File: config.mk
export PLATFORM = sky130hd
export DESIGN_NAME = mpei_multi_timer
export DESIGN_NICKNAME = d
export VERILOG_FILES = /design/src/rtl/mpei_multi_timer.sv
export SDC_FILE = /design/constraint.sdc
export NUM_CORES = 1
export LEC_CHECK = 0
export CORE_AREA = 2 2 192 194
export CTS_CLUSTER_SIZE = 30
export DETAILED_ROUTE_END_ITERATION = 6
export DIE_AREA = 0 0 194 196
export PLACE_DENSITY = 0.73
export RECOVER_POWER = 25
export SLEW_MARGIN = 20
export SYNTH_ARGS = -nofsm -noshare
export SYNTH_HDL_FRONTEND = slang
export SYNTH_SLANG_ARGS = --single-unit
File: constraint.sdc
create_clock -name clk_i -period 6.05 [get_ports clk_i]
set_input_delay 1.815 -clock clk_i [delete_from_list [all_inputs] [get_ports clk_i]]
set_output_delay 1.815 -clock clk_i [all_outputs]
set_load 0.01 [all_outputs]
File: src/rtl/mpei_multi_timer.sv
// Multi-channel APB timer: one shared prescaler feeding CHANNELS down-counters
// with periodic/one-shot mode, chaining, sticky W1C interrupts and debug halt.
module mpei_multi_timer #(
    parameter int CHANNELS    = 4,
    parameter int WIDTH       = 32,
    parameter int PRESC_WIDTH = 16
) (
    input  logic                clk_i,
    input  logic                rst_i,
    input  logic                psel_i,
    input  logic                penable_i,
    input  logic                pwrite_i,
    input  logic [7:0]          paddr_i,
    input  logic [31:0]         pwdata_i,
    output logic [31:0]         prdata_o,
    output logic                pready_o,
    input  logic                dhalt_i,
    output logic [CHANNELS-1:0] tick_o,
    output logic [CHANNELS-1:0] irq_o
);

    logic                   wr;
    logic                   ptick;
    logic                   unused_addr;

    logic [PRESC_WIDTH-1:0] preload_q, preload_d;
    logic [PRESC_WIDTH-1:0] presc_q, presc_d;

    logic [WIDTH-1:0]       count_q  [CHANNELS];
    logic [WIDTH-1:0]       count_d  [CHANNELS];
    logic [WIDTH-1:0]       reload_q [CHANNELS];
    logic [WIDTH-1:0]       reload_d [CHANNELS];

    logic [CHANNELS-1:0]    en_q, en_d;
    logic [CHANNELS-1:0]    periodic_q, periodic_d;
    logic [CHANNELS-1:0]    irqen_q, irqen_d;
    logic [CHANNELS-1:0]    chain_q, chain_d;
    logic [CHANNELS-1:0]    pending_q, pending_d;
    logic [CHANNELS-1:0]    tick_q, tick_d;

    logic [CHANNELS-1:0]    step;
    logic [CHANNELS-1:0]    wr_count, wr_reload, wr_ctrl, wr_status;

    assign unused_addr = ^paddr_i[1:0];

    assign wr       = psel_i & penable_i & pwrite_i;
    assign ptick    = (presc_q == '0) & ~dhalt_i;
    assign pready_o = 1'b1;
    assign tick_o   = tick_q & {CHANNELS{~dhalt_i}};
    assign irq_o    = pending_q & irqen_q;

    // A PRELOAD write also restarts the prescaler from the new value.
    always_comb begin
        preload_d = preload_q;
        presc_d   = presc_q;
        if (!dhalt_i) begin
            presc_d = (presc_q == '0) ? preload_q : presc_q - PRESC_WIDTH'(1);
        end
        if (wr && paddr_i[7:2] == 6'd0) begin
            preload_d = pwdata_i[PRESC_WIDTH-1:0];
            presc_d   = pwdata_i[PRESC_WIDTH-1:0];
        end
    end

    // Update order sets priority: W1C clear, then underflow set, then SW writes.
    always_comb begin
        count_d    = count_q;
        reload_d   = reload_q;
        en_d       = en_q;
        periodic_d = periodic_q;
        irqen_d    = irqen_q;
        chain_d    = chain_q;
        pending_d  = pending_q;
        tick_d     = '0;
        step       = '0;
        wr_count   = '0;
        wr_reload  = '0;
        wr_ctrl    = '0;
        wr_status  = '0;
        for (int c = 0; c < CHANNELS; c++) begin
            if (wr && paddr_i[7:4] == 4'(c + 1)) begin
                wr_count[c]  = (paddr_i[3:2] == 2'd0);
                wr_reload[c] = (paddr_i[3:2] == 2'd1);
                wr_ctrl[c]   = (paddr_i[3:2] == 2'd2);
                wr_status[c] = (paddr_i[3:2] == 2'd3);
            end
            step[c] = en_q[c] && !dhalt_i &&
                      ((chain_q[c] && c != 0) ? tick_q[(c == 0) ? 0 : c - 1] : ptick);

            if (wr_status[c] && pwdata_i[0]) begin
                pending_d[c] = 1'b0;
            end
            if (step[c] && !wr_count[c]) begin
                if (count_q[c] == '0) begin
                    count_d[c]   = reload_q[c];
                    tick_d[c]    = 1'b1;
                    pending_d[c] = 1'b1;
                    if (!periodic_q[c]) begin
                        en_d[c] = 1'b0;
                    end
                end else begin
                    count_d[c] = count_q[c] - WIDTH'(1);
                end
            end
            if (wr_count[c]) begin
                count_d[c] = pwdata_i[WIDTH-1:0];
            end
            if (wr_reload[c]) begin
                reload_d[c] = pwdata_i[WIDTH-1:0];
            end
            if (wr_ctrl[c]) begin
                en_d[c]       = pwdata_i[0];
                periodic_d[c] = pwdata_i[1];
                irqen_d[c]    = pwdata_i[2];
                chain_d[c]    = pwdata_i[3];
            end
        end
    end

    always_comb begin
        prdata_o = '0;
        if (psel_i && !pwrite_i) begin
            if (paddr_i[7:2] == 6'd0) begin
                prdata_o = 32'(preload_q);
            end else if (paddr_i[7:2] == 6'd1) begin
                prdata_o = 32'(presc_q);
            end
            for (int c = 0; c < CHANNELS; c++) begin
                if (paddr_i[7:4] == 4'(c + 1)) begin
                    case (paddr_i[3:2])
                        2'd0:    prdata_o = 32'(count_q[c]);
                        2'd1:    prdata_o = 32'(reload_q[c]);
                        2'd2:    prdata_o = {28'd0, chain_q[c], irqen_q[c], periodic_q[c], en_q[c]};
                        default: prdata_o = {31'd0, pending_q[c]};
                    endcase
                end
            end
        end
    end

    always_ff @(posedge clk_i) begin
        if (rst_i) begin
            preload_q  <= '0;
            presc_q    <= '0;
            en_q       <= '0;
            periodic_q <= '0;
            irqen_q    <= '0;
            chain_q    <= '0;
            pending_q  <= '0;
            tick_q     <= '0;
            for (int c = 0; c < CHANNELS; c++) begin
                count_q[c]  <= '0;
                reload_q[c] <= '0;
            end
        end else begin
            preload_q  <= preload_d;
            presc_q    <= presc_d;
            en_q       <= en_d;
            periodic_q <= periodic_d;
            irqen_q    <= irqen_d;
            chain_q    <= chain_d;
            pending_q  <= pending_d;
            tick_q     <= tick_d;
            count_q    <= count_d;
            reload_q   <= reload_d;
        end
    end

endmodule

Yosys cells after proc, flatten, opt, wreduce, memory -nomap -nowiden
Cells that the tools add are included.
- add/subtract/negate cells: 5
- equal/unequal tests: 13
- mux-type cells: 77
- bitwise operators: 10
- reduce and logical (&&, ||, !) cells: 55
- operators by type and width (kind ; count):
    two-way mux 32 bit ; 17
    one-hot mux 32 bit (3 select lines) ; 4
    logical NOT 32 bit ; 4
    subtractor 32 x 1 -> 32 bit (second input constant) ; 4
    two-way mux 16 bit ; 5
    two-way mux 1 bit ; 51
    nonzero test 2 bit ; 12
    logical AND 1 bit ; 22
    logical NOT 16 bit ; 1
    subtractor 16 x 1 -> 16 bit (second input constant) ; 1
    AND reduction 3 bit ; 4
    != test 2 x 1 -> 1 bit (second input constant) ; 5
    bitwise AND 4 bit ; 2
    equality test 4 x 2 -> 1 bit (second input constant) ; 2
    OR reduction 2 bit ; 4
    equality test 6 x 1 -> 1 bit (second input constant) ; 1
    logical NOT 1 bit ; 6
    logical NOT 6 bit ; 1
    NOT 1 bit ; 5
    equality test 2 bit (second input constant) ; 2
    equality test 4 x 1 -> 1 bit (second input constant) ; 1
    equality test 4 x 3 -> 1 bit (second input constant) ; 1
    bitwise AND 1 bit ; 3
    equality test 2 x 1 -> 1 bit (second input constant) ; 1
    logical NOT 2 bit ; 1
- register bits: 312
- input bits: 46
- word-level logic and storage cells: 191

Depth between registers and ports, before layout
- depth after elaboration: 8
- gate-level depth with buffers: 11
- depth with buffers taken out: 8

Least setup slack after synthesis
No wires, ideal clock.
- path type: input to output
- start: input port paddr_i[2]
- end: output port prdata_o[9]
- arrival: 3.653 ns
- data required time: 4.235 ns
- setup slack: 0.582 ns
- cell stages on the path: 8
- buffers on the path: 3
- cell sequence: clkbuf_1 buf_1 nor3b_2 clkbuf_1 a22oi_1 nand2_1 a31oi_1 nor2_1
- longest elaborated chain between the ends: 8
- elaborated cells between the ends (all ways): 16
- ends and longest elaborated chain (what ; RTL line ; source):
    from (decl) ; 13 ; input logic [7:0] paddr_i,
    equality test 6 x 1 -> 1 bit ; 125 ; end else if (paddr_i[7:2] == 6'd1) begin
    two-way mux 16 bit ; 125 ;
    two-way mux 16 bit ; 123 ; if (paddr_i[7:2] == 6'd0) begin
    two-way mux 32 bit (3 in series) ; 129 ; if (paddr_i[7:4] == 4'(c + 1)) begin
    two-way mux 32 bit * ; 129 ;
    two-way mux 32 bit * ; 122 ; if (psel_i && !pwrite_i) begin
    to (decl) ; 15 ; output logic [31:0] prdata_o,
Every way passes the cells marked *; elsewhere a longest branch is shown, timed or not.

Worst setup path in the final report
- start: input port paddr_i[5]
- end: output port prdata_o[16]
- longest elaborated chain between the ends: 6
- elaborated cells between the ends (all ways): 9
- ends and longest elaborated chain (what ; RTL line):
    equality test 4 x 1 -> 1 bit ; 129
    two-way mux 32 bit (3 in series) ; 129
    two-way mux 32 bit * ; 129
    two-way mux 32 bit * ; 122
Marks and branches as above.

==> results.sh <==
export IMPL_num_fill_cells=3327
export IMPL_drt_wl_total_um=76200
export IMPL_cp_arrival_ns=4.19
export IMPL_cts_tree="built"
export IMPL_multi_input_area_um2=12200
export IMPL_synth_top_family_by_area="simple AND/OR/NAND/NOR gates"
export IMPL_clockPowerShare=0.429
export IMPL_cp_slowest_cell="clkdlybuf4s50_1"
export IMPL_crit_type="in2out"
export IMPL_synth_compound_area_frac=0.250
export IMPL_p_switching_mw=1.64
export IMPL_pwr_share_comb=0.171
export IMPL_vias_per_cell=6.78
export IMPL_rows=70
export IMPL_worst_slew_pin_slew_ns=2.57
export IMPL_fp_dieH_um=196
export IMPL_clk_latency_ns=0.57
export IMPL_clkSlewWorstSetupHoldPaths_ns=0.06
export IMPL_min_path_type="reg2reg"
export IMPL_first_pass_iters=7
export IMPL_overflow=0
export IMPL_synth_area_leaders="dfxtp_1 (32%), nand2_1 (8.3%), a21oi_1 (8.2%)"
export IMPL_grt_pass1_wl_um=116000
export IMPL_violations="design-rule violations, max-capacitance violations, max-slew violations"
export IMPL_avgSynthCellArea_um2=7.43
export IMPL_hold_violations=0
export IMPL_die_x_um=194
export IMPL_ctsHoldBuffers=0
export IMPL_crit_path_frequent_cell="buf_4"
export IMPL_rr_worst_depth=8
export IMPL_grt_pass1_vias=19400
export IMPL_mappedNetlistArea_um2=19500
export IMPL_fp_dieArea_um2=38000
export IMPL_synth_seq_area_share=0.321
export IMPL_power_internal_mw=3.81
export IMPL_yosys_most_used_dff="dfxtp_1"
export IMPL_cellLeakagePower_nw=7.90
export IMPL_synthAdderAreaFrac=0.00643
export IMPL_max_stage_delay_ns=0.51
export IMPL_place_congestion=0.989
export IMPL_dp_slack_ns=-0.288
export IMPL_drv_slew=225
export IMPL_synth_largest_area_cell="dfxtp_1"
export IMPL_timing_slew_headroom=-0.729
export IMPL_cts_made_buffers=38
export IMPL_endpoint_kind="output port"
export IMPL_power_switching_fraction=0.301
export IMPL_synth_edf_count=0
export IMPL_syn2layout_area_growth_pct=13.5
export IMPL_antenna_found_initial=0
export IMPL_cts_root_buf="clkbuf_16"
export IMPL_ys_ff_latch=312
export IMPL_rsz0062_at_grt="yes"
export IMPL_h_tree_depth=2
export IMPL_setup_viol=0
export IMPL_clock_skew_ns=0.0225
export IMPL_maxCapViolCount=7
export IMPL_whs_path_depth=2
export IMPL_ys_warn_count=0
export IMPL_cp_max_fo=23
export IMPL_ant_nets=0
export IMPL_dp_hpwl_um=52700
export IMPL_yosysMostFrequentCell="nand2_1"
export IMPL_power_density_nw_per_um2=247
export IMPL_syn_inst=2619
export IMPL_register_area_um2=6250
export IMPL_drtIter0Drc=2676
export IMPL_pwr_share_seq=0.399
export IMPL_synth_xor_area_frac=0.0360
export IMPL_synthSimpleGateAreaFrac=0.258
export IMPL_critPathLaunchType="input pin"
export IMPL_crit_chain="clkdlybuf4s50_1, buf_4, buf_4, nor3b_4, buf_4, nand2_1, buf_12, o32ai_1, a21oi_1, nor2_1, clkdlybuf4s15_1"
export IMPL_synth_fp_nets=2675
export IMPL_ios=87
export IMPL_status="finished, violations left"
export IMPL_drive_gt1_frac=0.0954
export IMPL_core_area_um2=36100
export IMPL_wl_per_cell_um=24.5
export IMPL_grtUsageTotal=0.389
export IMPL_nNetsFinal=2671
export IMPL_timing_final_crit_period_ns=6.01
export IMPL_portBuffers=83
export IMPL_fmax_mhz=166
export IMPL_grt_max_degree=120
export IMPL_async_flop_share=0
export IMPL_clockBufferDepth=3
export IMPL_ir_drop_v=0.000203
export IMPL_whs_ns=0.472
export IMPL_cts_sink_count=312
export IMPL_muxShareOfSynthArea=0.0723
export IMPL_drcViolationCount=2
export IMPL_start_util=0.539
export IMPL_synth_top_area_share=0.321
export IMPL_synth_distinct_cells=90
export IMPL_fin_ws_ns=0.0422
export IMPL_num_vias=21100
export IMPL_yosys_top_cells_count="nand2_1 (431), a21oi_1 (318), dfxtp_1 (312)"
export IMPL_required_ns=4.24
export IMPL_fin_crit_sh=0.993
[final cells by class]
type / count / share of cell area
inverters: 26 / 0.00442
well taps: 468 / 0.0265
repair buffers: 195 / 0.0754
clock inverters: 10 / 0.00363
clock buffers: 57 / 0.0533
diodes: 1 / 0.000113
flip-flops and latches: 312 / 0.283
multi-input cells: 2042 / 0.554
[stage by stage]
stage / cells / utilization / instance area (µm²) / setup TNS [ns] / power (mW)
finish: 3111 / 0.612 / 22100 / 0 / 5.44
global route: 3110 / 0.612 / 22100 / -0.0333 / 5.58
CTS: 3110 / 0.613 / 22100 / 0 / 5.42
detailed placement: 3043 / 0.577 / 20800 / -5.69 / 3.12
global placement: 3043 / 0.577 / 20800 / -5.24 / 3.09
floorplan: 2619 / - / 19500 / 0 / 2.82
[cell families (layout without fill, tap and decap cells)]
| group | count (synthesis) | count (layout) |
|---|---|---|
| other | 1 | 2 |
| adder cells (fa/ha/maj) | 10 | 10 |
| buffers and inverters | 265 | 288 |
| flip-flops | 312 | 312 |
| XOR/XNOR | 80 | 80 |
| AND/OR/NAND/NOR | 1055 | 1055 |
| multiplexers | 124 | 124 |
| AO/OA/AOI/OAI | 772 | 772 |
[timing repair]
item,4_1_cts,5_1_grt
buffers inserted,0,0
pin swaps,2,0
gates resized for setup,49,5
setup endpoints to repair,32,3
[path summary, 6_finish.rpt]
kind,from,end,slack (ns)
worst max-delay path,paddr_i[5],prdata_o[16],0.04
worst min-delay path,irqen_q[2],irqen_q[2],0.47
worst max register to register,presc_q[0],count_q[96],1.54
worst min register to register,irqen_q[2],irqen_q[2],0.47
[layout by cell type (no fill, tap or decap), types with 33 or more instances in the layout]
cell type	count
a21oi_1	317
nor3_1	77
nand2_1	431
a31oi_1	33
a211oi_1	52
nor2_1	251
buf_4	101
nor4_1	50
dlygate4sd2_1	33
xnor2_1	56
mux2i_1	109
o21ai_0	96
clkdlybuf4s50_1	40
o211ai_1	44
nand3_1	66
clkbuf_16	41
dfxtp_1	312
[power groups by stage]
stage	Sequential, mW	Combinational, mW	Clock, mW
3_3_place_gp	2.21	0.882	0
3_5_place_dp	2.21	0.901	0
4_1_cts	2.17	0.913	2.33
5_1_grt	2.18	0.988	2.41
2_1_floorplan	2.20	0.623	0
6_report	2.17	0.933	2.34
[sequential cells by signal, indices dropped and copies added, names as in the netlist]
register	cells
chain_q	4
count_q	128
en_q	4
irqen_q	4
pending_q	4
periodic_q	4
preload_q	16
presc_q	16
reload_q	128
tick_q	4
[metal layers]
layer  GRT usage  vias to the layer above  share of wire
met4       0.161                        0          0.043
met3      0.0713                      220           0.11
met1       0.518                    10100           0.40
li1            -                     9501              -
met2       0.620                     1264           0.45
met5           0                        -              0
[worst max-delay path, delay by kind of cell]
family	cells	cell delay (ns)
buffers and inverters	6	1.48
AO/OA/AOI/OAI	2	0.37
AND/OR/NAND/NOR	3	0.51
No activity file was read; power rests on OpenSTA's default activity.
